==> src/rtl/fwc_pkg.sv <==
// Shared definitions for the DDFS frequency-word sweep controller.
package fwc_pkg;

    localparam int FW_WIDTH_DEF    = 7;
    localparam int DEB_CYCLES_DEF  = 50000;
    localparam int DWELL_WIDTH_DEF = 16;

    // Controller operating states.
    typedef enum logic [1:0] {
        MANUAL = 2'd0,
        UP     = 2'd1,
        DOWN   = 2'd2
    } state_t;

endpackage

==> src/rtl/fw_sweep_ctrl_key_debounce.sv <==
// Pushbutton front end: 2-flop synchronizer, level debouncer and a one-cycle
// pulse on each accepted press (accepted level going 1 -> 0).
module key_debounce #(
    parameter int DEB_CYCLES = 50000
) (
    input  logic clk_div,
    input  logic rst_n,
    input  logic key_n,
    output logic press
);

    localparam int CNT_W = $clog2(DEB_CYCLES);
    localparam logic [CNT_W-1:0] CNT_LAST = CNT_W'(DEB_CYCLES - 1);

    logic             sync_q1;
    logic             sync_q2;
    logic             level;
    logic [CNT_W-1:0] cnt;

    // Bring the raw key level into the clk_div domain; idle is released (1).
    always_ff @(posedge clk_div or negedge rst_n) begin
        if (!rst_n) begin
            sync_q1 <= 1'b1;
            sync_q2 <= 1'b1;
        end else begin
            sync_q1 <= key_n;
            sync_q2 <= sync_q1;
        end
    end

    // Accept a new level only after it has differed for DEB_CYCLES cycles in a row.
    always_ff @(posedge clk_div or negedge rst_n) begin
        if (!rst_n) begin
            level <= 1'b1;
            cnt   <= '0;
            press <= 1'b0;
        end else begin
            press <= 1'b0;
            if (sync_q2 == level) begin
                cnt <= '0;
            end else if (cnt == CNT_LAST) begin
                level <= sync_q2;
                cnt   <= '0;
                press <= ~sync_q2;
            end else begin
                cnt <= cnt + 1'b1;
            end
        end
    end

endmodule

==> src/rtl/fw_sweep_ctrl.sv <==
// Frequency-word controller for the DDFS: manual stepping from debounced keys,
// or automatic sawtooth/triangle sweep between fw_min and fw_max with a
// programmable dwell of dwell+1 cycles per step.
//
// state  | meaning
// MANUAL | fw changes only on debounced up/down presses
// UP     | sweeping upward (or holding on degenerate limits)
// DOWN   | triangle sweep, downward leg
module fw_sweep_ctrl
    import fwc_pkg::*;
#(
    parameter int FW_WIDTH    = FW_WIDTH_DEF,
    parameter int DEB_CYCLES  = DEB_CYCLES_DEF,
    parameter int DWELL_WIDTH = DWELL_WIDTH_DEF
) (
    input  logic                   clk_div,
    input  logic                   rst_n,
    input  logic                   key_up_n,
    input  logic                   key_down_n,
    input  logic                   sweep_en,
    input  logic                   sweep_tri,
    input  logic [FW_WIDTH-1:0]    fw_min,
    input  logic [FW_WIDTH-1:0]    fw_max,
    input  logic [DWELL_WIDTH-1:0] dwell,
    output logic [FW_WIDTH-1:0]    fw,
    output logic                   step_pulse,
    output logic                   sweep_active,
    output logic                   dir_down
);

    state_t                 state;
    state_t                 state_nxt;
    logic [FW_WIDTH-1:0]    fw_nxt;
    logic [DWELL_WIDTH-1:0] dwell_cnt;
    logic [DWELL_WIDTH-1:0] dwell_cnt_nxt;
    logic                   press_up;
    logic                   press_down;
    logic                   limits_flat;

    key_debounce #(.DEB_CYCLES(DEB_CYCLES)) u_deb_up (
        .clk_div (clk_div),
        .rst_n   (rst_n),
        .key_n   (key_up_n),
        .press   (press_up)
    );

    key_debounce #(.DEB_CYCLES(DEB_CYCLES)) u_deb_down (
        .clk_div (clk_div),
        .rst_n   (rst_n),
        .key_n   (key_down_n),
        .press   (press_down)
    );

    // min == max holds the value, min > max is invalid and pins fw to fw_min;
    // both collapse to "load fw_min, keep direction".
    assign limits_flat = (fw_min >= fw_max);

    // Next-state, dwell counter and frequency-word datapath.
    always_comb begin
        state_nxt     = state;
        fw_nxt        = fw;
        dwell_cnt_nxt = dwell_cnt;
        if (!sweep_en) begin
            state_nxt     = MANUAL;
            dwell_cnt_nxt = '0;
            if (state == MANUAL) begin
                if (press_up && !press_down) begin
                    if (fw < fw_min)       fw_nxt = fw_min;
                    else if (fw >= fw_max) fw_nxt = fw_max;
                    else                   fw_nxt = fw + 1'b1;
                end else if (press_down && !press_up) begin
                    if (fw > fw_max)       fw_nxt = fw_max;
                    else if (fw <= fw_min) fw_nxt = fw_min;
                    else                   fw_nxt = fw - 1'b1;
                end
            end
        end else begin
            case (state)
                MANUAL: begin
                    state_nxt     = UP;
                    fw_nxt        = fw_min;
                    dwell_cnt_nxt = '0;
                end
                UP: begin
                    if (dwell_cnt == dwell) begin
                        dwell_cnt_nxt = '0;
                        if (limits_flat) begin
                            fw_nxt = fw_min;
                        end else if (fw > fw_max) begin
                            if (sweep_tri) begin
                                fw_nxt    = fw_max;
                                state_nxt = DOWN;
                            end else begin
                                fw_nxt = fw_min;
                            end
                        end else if (fw < fw_min) begin
                            fw_nxt = fw_min;
                        end else if (fw < fw_max) begin
                            fw_nxt = fw + 1'b1;
                        end else if (sweep_tri) begin
                            fw_nxt    = fw - 1'b1;
                            state_nxt = DOWN;
                        end else begin
                            fw_nxt = fw_min;
                        end
                    end else begin
                        dwell_cnt_nxt = dwell_cnt + 1'b1;
                    end
                end
                DOWN: begin
                    if (dwell_cnt == dwell) begin
                        dwell_cnt_nxt = '0;
                        if (limits_flat) begin
                            fw_nxt = fw_min;
                        end else if (fw > fw_max) begin
                            if (sweep_tri) begin
                                fw_nxt = fw_max;
                            end else begin
                                fw_nxt    = fw_min;
                                state_nxt = UP;
                            end
                        end else if (fw < fw_min) begin
                            fw_nxt    = fw_min;
                            state_nxt = UP;
                        end else if (fw > fw_min) begin
                            fw_nxt = fw - 1'b1;
                        end else begin
                            fw_nxt    = fw + 1'b1;
                            state_nxt = UP;
                        end
                    end else begin
                        dwell_cnt_nxt = dwell_cnt + 1'b1;
                    end
                end
                default: begin
                    state_nxt     = MANUAL;
                    dwell_cnt_nxt = '0;
                end
            endcase
        end
    end

    // Register state, counter, fw and the change strobe.
    always_ff @(posedge clk_div or negedge rst_n) begin
        if (!rst_n) begin
            state      <= MANUAL;
            fw         <= '0;
            dwell_cnt  <= '0;
            step_pulse <= 1'b0;
        end else begin
            state      <= state_nxt;
            fw         <= fw_nxt;
            dwell_cnt  <= dwell_cnt_nxt;
            step_pulse <= (fw_nxt != fw);
        end
    end

    assign sweep_active = (state == UP) || (state == DOWN);
    assign dir_down     = (state == DOWN);

endmodule

==> config.mk <==
export PLATFORM = sky130hd
export DESIGN_NAME = fw_sweep_ctrl
export DESIGN_NICKNAME = d
export VERILOG_FILES = /design/src/rtl/fwc_pkg.sv /design/src/rtl/fw_sweep_ctrl_key_debounce.sv /design/src/rtl/fw_sweep_ctrl.sv
export SDC_FILE = /design/constraint.sdc
export NUM_CORES = 1
export LEC_CHECK = 0
export ABC_CLOCK_PERIOD_IN_PS = 4360
export BUFFER_PORTS_ARGS = -buffer_cell sky130_fd_sc_hd__clkbuf_2
export CAP_MARGIN = 20
export CORE_MARGIN = 2
export CORE_UTILIZATION = 61
export DETAILED_ROUTE_END_ITERATION = 6
export GPL_TIMING_DRIVEN = 0
export HOLD_SLACK_MARGIN = 0.06
export PLACE_DENSITY = 0.83
export SYNTH_ARGS = -nofsm -noshare
export SYNTH_HDL_FRONTEND = slang
export SYNTH_SLANG_ARGS = --single-unit
==> constraint.sdc <==
create_clock -name clk_div -period 4.36 [get_ports clk_div]
set_input_delay 0.872 -clock clk_div [delete_from_list [all_inputs] [get_ports clk_div]]
set_output_delay 0.872 -clock clk_div [all_outputs]
set_load 0.02 [all_outputs]
==> metrics.md <==
| Metric | Value |
|---|---|
| Status | `completed` |
| NetSw | `0.00180 W` |
| Final hold vios | `0` |
| Synthesized area | `5590 um2` |
| CP max stage cell | `or4_1` |
| Worst Setup Start Kind | `register` |
| Area Growth Syn to Fin | `10.5%` |
| Max cap viols | `0` |
| Initial antenna violation count | `0` |
| Tmin final | `roughly 4200 ps` |
| Fillcell total | `725` |
| Clk slew on worst S/H paths | `90 ps` |
| Crit-path cells | `clkbuf_1 -> inv_1 -> ha_1 -> nand2b_1 -> a211oi_1 -> o21ai_2 -> nor2_1 -> a2111oi_0 -> o31a_1 -> or4_1 -> a211oi_1 -> nand4_1 -> a211o_1` |
| DP Worst Slack | `-250 ps` |
| Die H | `99.8 um` |
| Ys flop type | `dfrtp_1` |
| Post-Layout Cell Count | `860` |
| CP max FO | `9` |
| Sequential share of power | `22.2%` |
| Setup crit end kind | `register` |
| Critical path arrival | `4470 ps` |
| Total number of vias | `5800` |
| Pre-antenna DRT Iters | `6` |
| Die area | `approximately 10000 um2` |
| Sequential fraction of the synthesis area | `29.7%` |
| Post-synth cell types | `71` |
| CTS Buf Count | `9` |
| FFs w/ async S/R, synth | `100%` |
| PortBufs | `44` |
| Sw frac | `between 50% and 60%` |
| DR vias/cell | `6.74` |
| Gpl congestion | `1.03` |
| Synth warn | `0` |
| Final worst-path cycle share | `97.0%` |
| Max frequency | `0.236 GHz` |
| Most numerous cell on the critical path | `a211oi_1` |
| Max VDD drop | `305 uV` |
| Number of routed nets with antenna violations | `0` |
| Ant. Diodes | `0` |
| Placed Cells | `844` |
| Initial drt markers | `783` |
| Crit Path Class | `register to register` |
| Residual DRC | `0` |
| Die Wd | `roughly 100 um` |
| Clock root buffer | `clkbuf_8` |
| Hold crit path type | `register to register` |
| Measured slew at the worst slew-check pin | `892 ps` |
| Initial Utilization | `63.5%` |
| Combinational fraction of design power | `61.9%` |
| GRT Total Usage | `between 30% and 40%` |
| PnR worst setup slack | `129 ps` |
| Synth top cells by count | `nor2_1, dfrtp_1, nand2_1, a21oi_1, o21ai_0` |
| Layout cell share with drive strength beyond 1 | `13.3%` |
| Syn_nets | `759` |
| Clock Skew | `13.2 ps` |
| Wire per inst | `20.9 um` |
| Internal power | `0.00166 W` |
| EDFF count, synth | `0` |
| Clk sink count | `66` |
| Top cells by area, synth | `dfrtp_1, ha_1, nor2_1` |
| # rows | `34` |
| Slew headroom | `40.0%` |
| Crit-path max cell delay | `510 ps` |
| Cells after Synth | `692` |
| Ports | `46` |
| Clock power share | `16.0%` |
| Power, Total | `0.00346 W` |
| Pwr Density | `between 500 and 600 nW/um2` |
| Leakage Power | `~2.6 nW` |
| CP bufs+invs | `2` |
| Skew-Pair Late Insertion Delay | `350 ps` |
| Yosys top cell area share | `approximately 27%` |
| Nets@finish | `between 800 and 900` |
| First-pass GRT wire length | `28200 um` |
| Pins Over Slew Limit | `0` |
| H-tree level count | `3` |
| Most frequent cell after synthesis | `nor2_1` |
| Unrepaired setup endpoints after global routing | `no` |
| Core box area | `8810 um2` |
| Largest net degree at the start of global routing | `67` |
| Final setup fails | `0` |
| CTS tree | `yes` |
| Synthesized flop and latch total | `66` |
| Gr ovfl total | `0` |
| CP Data Required Time | `4600 ps` |
| Longest Clk Path Bufs | `2` |
| Yosys top cell by area | `dfrtp_1` |
| Syn Area/Cell | `8.08 um2` |
| Crit-path leading delay family | `compound AO/OA/AOI/OAI gates` |
| Final WL | `17900 um` |
| Vias in the first global route | `between 5000 and 6000` |
| Detailed placement HPWL | `13600 um` |
[cell type report]
class                   instances  area [um2]  area share [%]
clock inverters                 7        83.8            1.36
flip-flops and latches         66        1660            26.8
inverters                      27         101            1.64
well taps                     108         135            2.19
multi-input cells             564        3710            60.0
clock buffers                   9         124            2.00
repair buffers                 44         223            3.60
plain buffers                  35         145            2.35
[logic make-up (layout without fill, tap and decap cells)]
| logic type | Yosys count | after routing | share of synthesized area (%) |
|---|---|---|---|
| adder cells (fa/ha/maj) | 31 | 31 | 6.94 |
| AO/OA/AOI/OAI | 187 | 187 | 23.1 |
| buffers and inverters | 62 | 122 | 4.38 |
| AND/OR/NAND/NOR | 267 | 267 | 23.1 |
| multiplexers | 9 | 9 | 1.68 |
| flip-flops | 66 | 66 | 29.7 |
| XOR/XNOR | 70 | 70 | 11.1 |
[final timing paths]
kind	cells past startpoint	startpoint	to	slack, ps
min in group asynchronous	1	rst_n	u_deb_up.cnt[9]	660
min	0	u_deb_down.sync_q1	u_deb_down.sync_q2	360
max reg2reg	13	fw[0]	step_pulse	130
min reg2reg	0	u_deb_down.sync_q1	u_deb_down.sync_q2	360
max	13	fw[0]	step_pulse	130
max in group asynchronous	1	rst_n	u_deb_down.cnt[2]	3130
[flip-flops by register name, summed over array words and instances (netlist names), 2 cells and up]
name            flops
u_deb_up.cnt       16
u_deb_down.cnt     16
dwell_cnt          16
state               2
fw                  7
[power groups by stage]
stage	Sequential, W	Clock, W	Combinational [W]
after floorplan	0.000780	0	0.00141
after global placement	0.000768	0	0.00199
after detailed placement	0.000773	0	0.00201
after CTS	0.000761	0.000565	0.00203
after global routing	0.000773	0.000588	0.00227
final	0.000766	0.000553	0.00214
[routing by layer]
| layer | GRT usage (%) | up-vias | routed length (um) | share of wire [%] |
|---|---|---|---|---|
| met5 | 0 | - | 0 | 0 |
| met4 | 14.5 | 0 | 622 | 3.5 |
| met3 | 9.77 | 67 | 1920 | 11 |
| met2 | 58.0 | 318 | 8210 | 46 |
| met1 | 47.3 | 2770 | 7190 | 40 |
| li1 | - | 2645 | - | - |
[layout by cell type, fill, tap and decap left out, types with 7 or more instances in the layout]
cell type and instances:
clkbuf_1 25, nand2b_1 7, nand4_1 16, nand2_1 45, a211oi_1 9, and3_1 21
ha_1 31, a221oi_1 9, xnor2_1 38, xor2_1 31, dfrtp_1 60, o31ai_1 7
inv_1 27, clkbuf_8 9, nor2_1 88, nor3_1 18, nand3_1 36, clkbuf_2 44
o21ai_0 37, buf_2 7, a21oi_1 41, o211ai_1 13
[stage by stage]
step | util [%] | hold WS [ps] | setup TNS [ps] | area, um2
floorplan | - | 345 | 0 | 5590
global placement | 67.5 | 346 | -251 | 5950
detailed placement | 67.6 | 349 | -250 | 5950
CTS | 69.9 | 365 | 0 | 6160
global route | 70.2 | 371 | 0 | 6180
finish | 70.2 | 364 | 0 | 6180
[what timing repair did]
item / 4_1_cts / 5_1_grt
resized for setup: 0 / 10
endpoints found under the setup margin: 0 / 1
setup buffers: 0 / 0
hold buffers: 0 / 0
Note: power is estimated with default switching activity, not from simulation.
